## src/rtl/trip_sequencer.sv

```systemverilog
// Trip-level controller for the taxi meter: turns panel buttons and the red-light
// sensor into distance-counter controls, accumulates waiting time and flags trip end.
module trip_sequencer #(
    parameter int TICK_DIV = 50,
    parameter int WAIT_W   = 8
) (
    input  logic              clk,
    input  logic              reset,
    input  logic              btn_start,
    input  logic              btn_stop,
    input  logic              btn_pause,
    input  logic              btn_up,
    input  logic              btn_down,
    input  logic              light_red,
    output logic              start,
    output logic              waitL,
    output logic              pause,
    output logic [1:0]        speedup,
    output logic              dist_clr,
    output logic [WAIT_W-1:0] wait_time,
    output logic              trip_done,
    output logic [1:0]        state
);

    localparam int DIV_W = (TICK_DIV > 1) ? $clog2(TICK_DIV) : 1;
    localparam logic [DIV_W-1:0] DIV_LAST = DIV_W'(TICK_DIV - 1);

    typedef enum logic [1:0] {
        S_IDLE  = 2'b00,
        S_RUN   = 2'b01,
        S_WAIT  = 2'b10,
        S_PAUSE = 2'b11
    } state_t;

    state_t            state_q, state_d;
    logic [1:0]        speed_q, speed_d;
    logic [WAIT_W-1:0] wait_q, wait_d;
    logic [DIV_W-1:0]  div_q, div_d;
    logic              dist_clr_q, dist_clr_d;
    logic              trip_done_q, trip_done_d;

    // Bit order: down, up, pause, stop, start.
    logic [4:0] btn_vec;
    logic [4:0] btn_q;
    logic [4:0] btn_edge;
    logic       start_e, stop_e, pause_e, up_e, down_e;

    assign btn_vec  = {btn_down, btn_up, btn_pause, btn_stop, btn_start};
    assign btn_edge = btn_vec & ~btn_q;
    assign start_e  = btn_edge[0];
    assign stop_e   = btn_edge[1];
    assign pause_e  = btn_edge[2];
    assign up_e     = btn_edge[3];
    assign down_e   = btn_edge[4];

    // Edge history resets high so a button held through reset release is not a press.
    always_ff @(posedge clk or posedge reset) begin
        if (reset) begin
            btn_q       <= '1;
            state_q     <= S_IDLE;
            speed_q     <= 2'd0;
            wait_q      <= '0;
            div_q       <= '0;
            dist_clr_q  <= 1'b0;
            trip_done_q <= 1'b0;
        end else begin
            btn_q       <= btn_vec;
            state_q     <= state_d;
            speed_q     <= speed_d;
            wait_q      <= wait_d;
            div_q       <= div_d;
            dist_clr_q  <= dist_clr_d;
            trip_done_q <= trip_done_d;
        end
    end

    always_comb begin
        state_d     = state_q;
        speed_d     = speed_q;
        wait_d      = wait_q;
        div_d       = '0;
        dist_clr_d  = 1'b0;
        trip_done_d = 1'b0;

        case (state_q)
            S_IDLE: begin
                if (start_e) begin
                    state_d    = S_RUN;
                    dist_clr_d = 1'b1;
                    speed_d    = 2'd0;
                    wait_d     = '0;
                end
            end
            S_RUN: begin
                if (stop_e) begin
                    state_d     = S_IDLE;
                    trip_done_d = 1'b1;
                    speed_d     = 2'd0;
                end else begin
                    if (pause_e) begin
                        state_d = S_PAUSE;
                    end else if (light_red) begin
                        state_d = S_WAIT;
                    end
                    if (up_e && !down_e && speed_q != 2'd3) begin
                        speed_d = speed_q + 2'd1;
                    end else if (down_e && !up_e && speed_q != 2'd0) begin
                        speed_d = speed_q - 2'd1;
                    end
                end
            end
            S_WAIT: begin
                if (stop_e) begin
                    state_d     = S_IDLE;
                    trip_done_d = 1'b1;
                    speed_d     = 2'd0;
                end else if (pause_e) begin
                    state_d = S_PAUSE;
                end else if (!light_red) begin
                    state_d = S_RUN;
                end
                // Divider only runs here; leaving WAIT lets it fall back to 0.
                if (div_q == DIV_LAST) begin
                    div_d = '0;
                    if (wait_q != '1) begin
                        wait_d = wait_q + 1'b1;
                    end
                end else begin
                    div_d = div_q + 1'b1;
                end
            end
            S_PAUSE: begin
                if (stop_e) begin
                    state_d     = S_IDLE;
                    trip_done_d = 1'b1;
                    speed_d     = 2'd0;
                end else if (pause_e) begin
                    state_d = light_red ? S_WAIT : S_RUN;
                end
            end
            default: state_d = S_IDLE;
        endcase
    end

    assign state     = state_q;
    assign start     = (state_q != S_IDLE);
    assign waitL     = (state_q == S_WAIT);
    assign pause     = (state_q == S_PAUSE);
    assign speedup   = speed_q;
    assign wait_time = wait_q;
    assign dist_clr  = dist_clr_q;
    assign trip_done = trip_done_q;

endmodule

```

## config.mk

```make
export PLATFORM = sky130hd
export DESIGN_NAME = trip_sequencer
export DESIGN_NICKNAME = d
export VERILOG_FILES = /design/src/rtl/trip_sequencer.sv
export SDC_FILE = /design/constraint.sdc
export NUM_CORES = 1
export LEC_CHECK = 0
export CELL_PAD_IN_SITES_DETAIL_PLACEMENT = 1
export CELL_PAD_IN_SITES_GLOBAL_PLACEMENT = 1
export CORE_ASPECT_RATIO = 1.1
export CORE_MARGIN = 2
export CORE_UTILIZATION = 41
export CTS_CLUSTER_DIAMETER = 120
export DETAILED_ROUTE_END_ITERATION = 12
export PLACE_DENSITY_LB_ADDON = 0.2
export RECOVER_POWER = 25
export REMOVE_ABC_BUFFERS = 1
export SYNTH_ARGS = -nofsm -noshare
export SYNTH_HDL_FRONTEND = slang
export SYNTH_SLANG_ARGS = --single-unit
```

## constraint.sdc

```tcl
create_clock -name clk -period 3.64 [get_ports clk]
set_input_delay 0.728 -clock clk [delete_from_list [all_inputs] [get_ports clk]]
set_output_delay 0.728 -clock clk [all_outputs]
set_load 0.01 [all_outputs]
```

Word level (Yosys, flattened, before mapping)
Index checks and enable logic that the tools add are counted.
{"block": "word_totals", "ramBits": 0, "output_inout_bits": 17, "rom_bits": 0, "wordCells": 69, "ff_bits": 25, "input_bits": 8, "latch_bits": 0, "memories": 0}
{"block": "classes", "muxes": 27, "bitwise_logic": 2, "shifts": 0, "order_cmp": 0, "div": 0, "n_reduce_logical": 15, "n_mul": 0, "n_addsub": 4, "eq_ne": 14}
{"op": "2-bit 2-to-1 mux", "count": 15}
{"op": "8-bit 2-to-1 mux", "count": 3}
{"op": "8-bit case mux with 2 select lines", "count": 1}
{"op": "6-bit 2-to-1 mux", "count": 2}
{"op": "8-bit by 1-bit adder with 8-bit output (second input constant)", "count": 1}
{"op": "4-bit inequality test (second input constant)", "count": 2}
{"op": "8-bit inequality test (second input constant)", "count": 1}
{"op": "2-bit case mux with 4 select lines", "count": 1}
{"op": "4-bit AND reduction", "count": 2}
{"op": "6-bit by 1-bit adder with 6-bit output (second input constant)", "count": 1}
{"op": "6-bit == test (second input constant)", "count": 1}
{"op": "2-bit by 1-bit inequality test with 1-bit output (second input constant)", "count": 3}
{"op": "2-bit case mux with 3 select lines", "count": 1}
{"op": "2-bit nonzero test", "count": 3}
{"op": "5-bit bitwise AND", "count": 1}
{"op": "5-bit NOT", "count": 1}
{"op": "2-bit == test (second input constant)", "count": 2}
{"op": "1-bit logical AND", "count": 4}
{"op": "1-bit 2-to-1 mux", "count": 4}
{"op": "2-bit inequality test (second input constant)", "count": 2}
{"op": "4-bit by 2-bit inequality test with 1-bit output (second input constant)", "count": 1}
{"op": "3-bit by 1-bit inequality test with 1-bit output (second input constant)", "count": 1}
{"op": "3-bit AND reduction", "count": 1}
{"op": "3-bit OR reduction", "count": 1}
{"op": "other kinds (6)", "count": 7}

Longest topological paths before layout
Gate-level depths: netlist of the first run.
{"block": "logic_depth", "ltp_word": 9, "mapped_depth": 7, "ltp_nobuf": 7}

Least setup slack after synthesis of the first run
No wires, ideal clock.
{"block": "synth_timing", "path_type": "register -> output", "start": "reg state_q[1] (netlist: state[1])", "end": "out start", "arrival_ns": 0.848, "n_path_buf": 1, "stages_incl_launch_ff": 4, "required_time_ns": 2.912, "slack_ns": 2.064, "cell_sequence": "dfrtp_1 -> buf_4 -> nor2_2 -> inv_1"}
{"block": "synth_via", "elab_chain_len": 1}
{"item": "start, declared", "line_no": "35", "rtl": "state_t state_q, state_d;"}
{"item": "start signal, assigned", "line_no": "68", "rtl": "state_q <= state_d;"}
{"item": "2-bit nonzero test", "line_no": "146", "rtl": "assign start = (state_q != S_IDLE);"}
{"item": "end, declared", "line_no": "15", "rtl": "output logic start,"}
No other way between the ends.

Worst setup path in the final report of the first run
{"block": "layout_timing", "start": "reg state_q[1] (netlist: state[1])", "end": "out waitL"}
{"block": "layout_via", "elab_chain_len": 1}
{"item": "2-bit == test", "line_no": "147", "rtl": "assign waitL = (state_q == S_WAIT);"}
{"item": "end, declared", "line_no": "16", "rtl": "output logic waitL,"}
No other way between the ends.

==> metrics.md, run 1 <==
| Metric | Value |
|---|---|
| Antenna fix cells | 0 |
| Number of global-route vias before repair | 987 |
| Leakage component of the power | around 0.64 nW |
| PortBufs | 24 |
| Result of the run | complete, no violations |
| Die Footprint | approximately 3500 sq um |
| Row count | 21 |
| Effective utilization at floorplan | 0.419 |
| Largest net degree at the start of global routing | 26 |
| Post-detailed-routing wire length | about 2700 um |
| Launch instance of the worst min-delay path | div_q[0] |
| Antenna Violating Nets Remaining | 0 |
| Estimated wirelength of the detail-placed design | between 1500 and 2000 um |
| Worst hold slack | slightly above 500 ps |
| Final Max Slew Viols | 0 |
| Post-synthesis share of cell area spent on xor and xnor gates | 0.0279 |
| Overflow after GRT | 0 |
| Most common cell after layout, fill and taps aside | dfrtp_1 |
| Maximum VDD drop | 0.293 mV |
| Startpoint-to-endpoint class of the critical path | reg -> out |
| Count of vias placed by the detailed router | around 1000 |
| Final critical path time including I/O delays and setup | 2740 ps |
| Layout cells sized above 1 | 0.111 |
| CORE AREA | 3000 sq um |
| CTS H-tree depth | 1 |
| Global-route track usage on met2 | 0.296 |
| Area growth from synthesis to layout | 22.6% |
| Most frequent cells in the layout | dfrtp_1 (20), clkdlybuf4s50_1 (18), nor2_1 (14), nand2_1 (13), nand3_1 (7) |
| Setup Fix Bufs, Post-CTS | 0 |
| Required arrival time at the worst endpoint | between 2000 and 3000 ps |
| Synth Area in Simple Gates | 0.237 |
| Die X-Extent | 56.8 um |
| Sort of element at the end of the critical path | output port |
| Flops & latches, synth | 25 |
| Number of max-cap violations | 0 |
| Clock latency reported for the late side of the worst-skew pair | ~310 ps |
| Netlist area before placement | between 1000 and 1500 sq um |
| Highest clock frequency the design can meet | around 370 MHz |
| Global routing met1 resource utilization | 0.199 |
| Area share of fa/ha/maj cells after synthesis | 0.0299 |
| Main combinational cell family by area after synthesis | simple AND/OR/NAND/NOR gates |
| Sinks on the clock net | 25 |
| Setup TNS Final | 0 ps |
| Clock Tree Buf Depth | 2 |
| Number of resized instances in the post-cts repair step | 0 |
| Ports | 25 |
| Number of antenna violations at the first check in global routing | 0 |
| Kind of path behind the tightest hold check | reg -> reg |
| Number of hold violations in the final report | 0 |
| Via density per instance | approximately 5.4 |
| Starting DRC count in detailed routing | 32 |
| Sequential-to-total area share from yosys stat | 0.503 |
| Setup violation total in the final timing report | 0 |
| GRT Total Usage | 0.161 |
| Avg Synthesized Cell Area | just under 10 sq um |
| Average wire per standard cell | about 14 um |
| Crit path launch | state[1] |
| Maximum fanout along the worst path | 12 |
| CTS root buf | clkbuf_4 |
| Worst Clk Skew | about 5.3 ps |
| Final nets | around 170 |
| Compound-cell area share of the yosys netlist | 0.158 |
| Number of optimization iterations in the first detailed-route pass | 2 |
| Clock-pin slew of the registers on the worst-case setup and hold paths | ~130 ps |
| Routability Congestion | slightly below 0.8 |
| Worst-margin pin slew | roughly 980 ps |
| Largest cells by area after synthesis | dfrtp_1 (40%), dfstp_2 (10%), nor2_1 (4.2%), nand2_1 (3.6%), ha_1 (3.0%) |
| Post-route DRC | 0 |
| Clock tree from TritonCTS | built |
| Vertical die dimension | just over 60 um |
| Number of buffers inserted by hold repair at cts | 0 |
| Count of unique library cells instantiated by Yosys | 40 |
| Area share of the leading cell type in the synthesized netlist | 0.399 |
| Wire length of the first global-routing pass | 4440 um |
| Setup repair after global routing missed its margin | false |
| Yosys synthesis warning count | 0 |
| Fill count | around 370 |
| Layer with the highest usage | met2 |
| Post-synthesis cell type with the largest combined area | dfrtp_1 |
| Worst setup SP type | flop |
| Worst endpoint data arrival time | roughly 2000 ps |
| Reg2reg start | state[1] |
| Total clock buffers created by CTS | 3 |
| Share of the clock period used by the worst path after layout | 0.751 |
| Relative slew slack | 0.343 |
| Power density relative to cell area | between 400 and 500 nW/um^2 |
| Multiplexer share of the synthesized area | 0.00798 |
| Grt met3 use | 0.0248 |
| Post-Syn Instances | between 100 and 150 |
## synthesized netlist by cell type
cell       instances
dfrtp_1           20
nor2_1            14
nand2_1           12
nand3_1            7
a21oi_1            5
dfstp_2            5
inv_1              5
o21ai_0            5
o21ai_1            5
a31oi_1            4
nand2b_1           4
ha_1               3
o31ai_1            3
and3_1             2
buf_4              2
inv_2              2
nand4_1            2
nor2_2             2
nor2b_1            2
nor3_1             2
xnor2_1            2
xor2_1             2
a2111oi_1          1
a211oi_1           1
a21o_2             1
a22oi_2            1
a31oi_4            1
and2_0             1
and2_1             1
and4_2             1
clkbuf_1           1
mux2i_1            1
nand2_2            1
nand3_4            1
nand4b_1           1
nor3_2             1
nor4b_1            1
o22ai_1            1
o41ai_1            1
or2_1              1
## layer usage
| metal | part of all wire | vias up | routed length [um] |
|---|---|---|---|
| met2 | 0.50 | 17 | 1320 |
| met4 | 0.0071 | 0 | 19 |
| met5 | 0 | - | 0 |
| li1 | - | 497 | - |
| met3 | 0.036 | 2 | 96 |
| met1 | 0.46 | 499 | 1230 |
## critical path, cell delays in order (launching register included)
cell,delay [ps]
dfrtp_1,610
nand2_1,230
inv_1,270
clkdlybuf4s50_1,590
## flip-flops by register name, summed over array words and instances, names as in the netlist
| name | cells |
|---|---|
| trip_done | 1 |
| speedup | 2 |
| btn_q | 5 |
| dist_clr | 1 |
| wait_time | 8 |
| div_q | 6 |
| state | 2 |
## worst paths after layout
path,end,slack [ps],cells after the start
min in group asynchronous,state[0],1060,2
worst min register to register,div_q[0],520,1
worst max register to register,wait_time[6],1850,4
worst min-delay path,div_q[0],520,1
worst max-delay path,waitL,900,3
max in group asynchronous,div_q[0],1980,2
## power breakdown
| group | internal, mW | total (mW) | switching (mW) |
|---|---|---|---|
| Clock | 0.0411 | 0.124 | 0.0829 |
| Sequential | 0.313 | 0.371 | 0.0581 |
| Combinational | 0.127 | 0.265 | 0.138 |
## cells by family (layout without fill, tap and decap cells)
| family | count (synthesis) | after routing |
|---|---|---|
| AND/OR/NAND/NOR | 56 | 56 |
| AO/OA/AOI/OAI | 29 | 29 |
| flip-flops | 25 | 25 |
| buffers and inverters | 10 | 35 |
| XOR/XNOR | 4 | 4 |
| adder cells (fa/ha/maj) | 3 | 3 |
| multiplexers | 1 | 1 |
## metrics by stage
| stage | std cells | worst slack [ps] | power (mW) | util | area (sq um) |
|---|---|---|---|---|---|
| after floorplan | 125 | 2040 | 0.519 | - | 1240 |
| after global placement | 183 | 1440 | 0.639 | 0.507 | 1520 |
| after detailed placement | 183 | 1370 | 0.652 | 0.507 | 1520 |
| after CTS | 187 | 1030 | 0.783 | 0.516 | 1550 |
| after global routing | 187 | 711 | 0.816 | 0.514 | 1540 |
| final | 187 | 905 | 0.760 | 0.514 | 1540 |
## cell type report
class / instances / area, sq um / area share
multi-input combinational: 93 / 571 / 0.371
clock inverter: 1 / 5.00 / 0.00325
tap: 34 / 42.5 / 0.0276
sequential: 25 / 632 / 0.411
inverter: 7 / 26.3 / 0.0171
timing repair buffer: 24 / 240 / 0.156
clock buffer: 3 / 22.5 / 0.0146
Power figures use the tool's default switching activity.
==> run 2, diff against run 1 <==
--- a/config.mk
+++ b/config.mk
@@ -9,7 +9,7 @@
 export CELL_PAD_IN_SITES_GLOBAL_PLACEMENT = 1
 export CORE_ASPECT_RATIO = 1.1
 export CORE_MARGIN = 2
-export CORE_UTILIZATION = 41
+export CORE_UTILIZATION = 38
 export CTS_CLUSTER_DIAMETER = 120
 export DETAILED_ROUTE_END_ITERATION = 12
 export PLACE_DENSITY_LB_ADDON = 0.2
==> constraint.sdc (replaced) <==
create_clock -name clk -period 2.85 [get_ports clk]
set_input_delay 0.57 -clock clk [delete_from_list [all_inputs] [get_ports clk]]
set_output_delay 0.57 -clock clk [all_outputs]
set_load 0.01 [all_outputs]
==> metrics.md, run 2 (same netlist as run 1, synthesis figures left out) <==
| Metric | Value |
|---|---|
| Result of the run | complete, but fails checks |
| Violations in the final reports | design-rule violations |
| Die Footprint | 3780 sq um |
| Clock tree from TritonCTS | built |
| Number of cells traversed by the worst hold path | 1 |
| Clock-pin slew of the registers on the worst-case setup and hold paths | 150 ps |
| Antenna Violating Nets Remaining | 0 |
| CTS root buf | clkbuf_4 |
| Number of antenna violations at the first check in global routing | 0 |
| Layout cells sized above 1 | 0.123 |
| Setup repair after global routing missed its margin | false |
| Leakage component of the power | between 0.6 and 0.7 nW |
| Kind of path behind the tightest hold check | reg -> reg |
| Power density relative to cell area | 634 nW/um^2 |
| Worst path max stage delay | approximately 640 ps |
| Number of hold violations in the final report | 0 |
| Via density per instance | between 5 and 6 |
| Final Max Slew Viols | 0 |
| Number of global-route vias before repair | ~1100 |
| Launch instance of the worst min-delay path | div_q[0] |
| Overflow after GRT | 0 |
| Number of optimization iterations in the first detailed-route pass | 10 |
| Endpoint with the worst hold slack | div_q[0] |
| Length in cells of the worst reg-to-reg path | 5 |
| Fill count | around 360 |
| Maximum VDD drop | about 0.3 mV |
| Maximum fanout along the worst path | 12 |
| Post-route DRC | 1 |
| Row count | 21 |
| Setup TNS Final | 0 ps |
| Slowest cell on crit path | dfrtp_1 |
| Routability Congestion | approximately 0.79 |
| Sort of element at the end of the critical path | output port |
| Sinks on the clock net | 25 |
| Post-detailed-routing wire length | between 2000 and 3000 um |
| Worst Clk Skew | 19.8 ps |
| Largest net degree at the start of global routing | 26 |
| Setup violation total in the final timing report | 0 |
| Number of max-cap violations | 0 |
| Chain of cells forming the critical path | nand2_2, inv_2, clkdlybuf4s50_1 |
| Relative slew slack | 0.0994 |
| Highest clock frequency the design can meet | about 400 MHz |
| Worst-margin pin slew | roughly 1400 ps |
| Vertical die dimension | ~64 um |
| PortBufs | 24 |
| Worst setup SP type | flop |
| Count of vias placed by the detailed router | 1044 |
| Number of buffers inserted by hold repair at cts | 0 |
| Area growth from synthesis to layout | 23.4% |
| Final nets | 166 |
| Number of flip-flops in the largest register | 8 |
| Reg2reg end | wait_time[6] |
| Startpoint-to-endpoint class of the critical path | reg -> out |
| GRT Total Usage | 0.171 |
| CORE AREA | 3100 sq um |
| Setup Fix Bufs, Post-CTS | 0 |
| Clock latency reported for the late side of the worst-skew pair | roughly 330 ps |
| Reg2reg start | wait_time[0] |
| Die X-Extent | 58.8 um |
| R2R Setup Slk | around 1200 ps |
| Most common cell after layout, fill and taps aside | dfrtp_1 |
| Estimated wirelength of the detail-placed design | roughly 2100 um |
| Ports | 25 |
| Final critical path time including I/O delays and setup | between 2000 and 2500 ps |
| Share of the clock period used by the worst path after layout | 0.859 |
| Crit path launch | state[1] |
| Number of resized instances in the post-cts repair step | 0 |
| Wire length of the first global-routing pass | slightly above 5000 um |
| Most frequent cells in the layout | dfrtp_1 (20), clkdlybuf4s50_1 (18), nor2_1 (14), nand2_1 (12), nand3_1 (7) |
| Clock Tree Buf Depth | 2 |
| Effective utilization at floorplan | 0.405 |
| Required arrival time at the worst endpoint | 2280 ps |
| Worst hold slack | about 500 ps |
| Starting DRC count in detailed routing | 31 |
| CTS H-tree depth | 1 |
| Total clock buffers created by CTS | 3 |
| Average wire per standard cell | between 10 and 15 um |
| Antenna fix cells | 0 |
| Worst endpoint data arrival time | between 1500 and 2000 ps |
-- run 2: layer usage --
metal / vias up / part of all wire / global-route usage
met1: 518 / 0.43 / 0.214
met2: 22 / 0.52 / 0.294
li1: 500 / - / -
met4: 0 / 0.0091 / 0.0341
met3: 4 / 0.048 / 0.0425
met5: - / 0 / 0
-- run 2: stage by stage --
step	instance area (sq um)	setup slack [ps]	utilization	total power [mW]	instances
after floorplan	1240	1340	-	0.663	125
after global placement	1530	805	0.492	0.817	184
after detailed placement	1530	766	0.492	0.834	184
after CTS	1550	370	0.501	1.00	188
after global routing	1550	224	0.500	1.06	188
final	1550	403	0.500	0.981	188
-- run 2: power breakdown --
group	internal, mW	leakage (nW)	switching, mW
sequential	0.399	0.327	0.0768
combinational	0.165	0.296	0.176
clock	0.0548	0.0150	0.109
-- run 2: worst max-delay path by stage --
stage	endpoint	cells past startpoint
2_1_floorplan	wait_time[6]	5
3_3_place_gp	waitL	3
3_5_place_dp	waitL	3
4_1_cts	waitL	3
5_1_grt	waitL	3
6_report	waitL	3
-- run 2: critical path: cells and delay by family (launching register included) --
family | cells | cell delay, ps
and+or+nand+nor | 1 | 180
buffers and inverters | 2 | 720
DFF | 1 | 640
-- run 2: final cells by class --
type                            instances  area (sq um)  area share
Timing Repair Buffer                   25           244       0.158
Clock buffer                            4          26.3      0.0170
Tap cell                               34          42.5      0.0275
Sequential cell                        25           632       0.408
Inverter                                7          26.3      0.0170
Multi-Input combinational cell         93           578       0.373
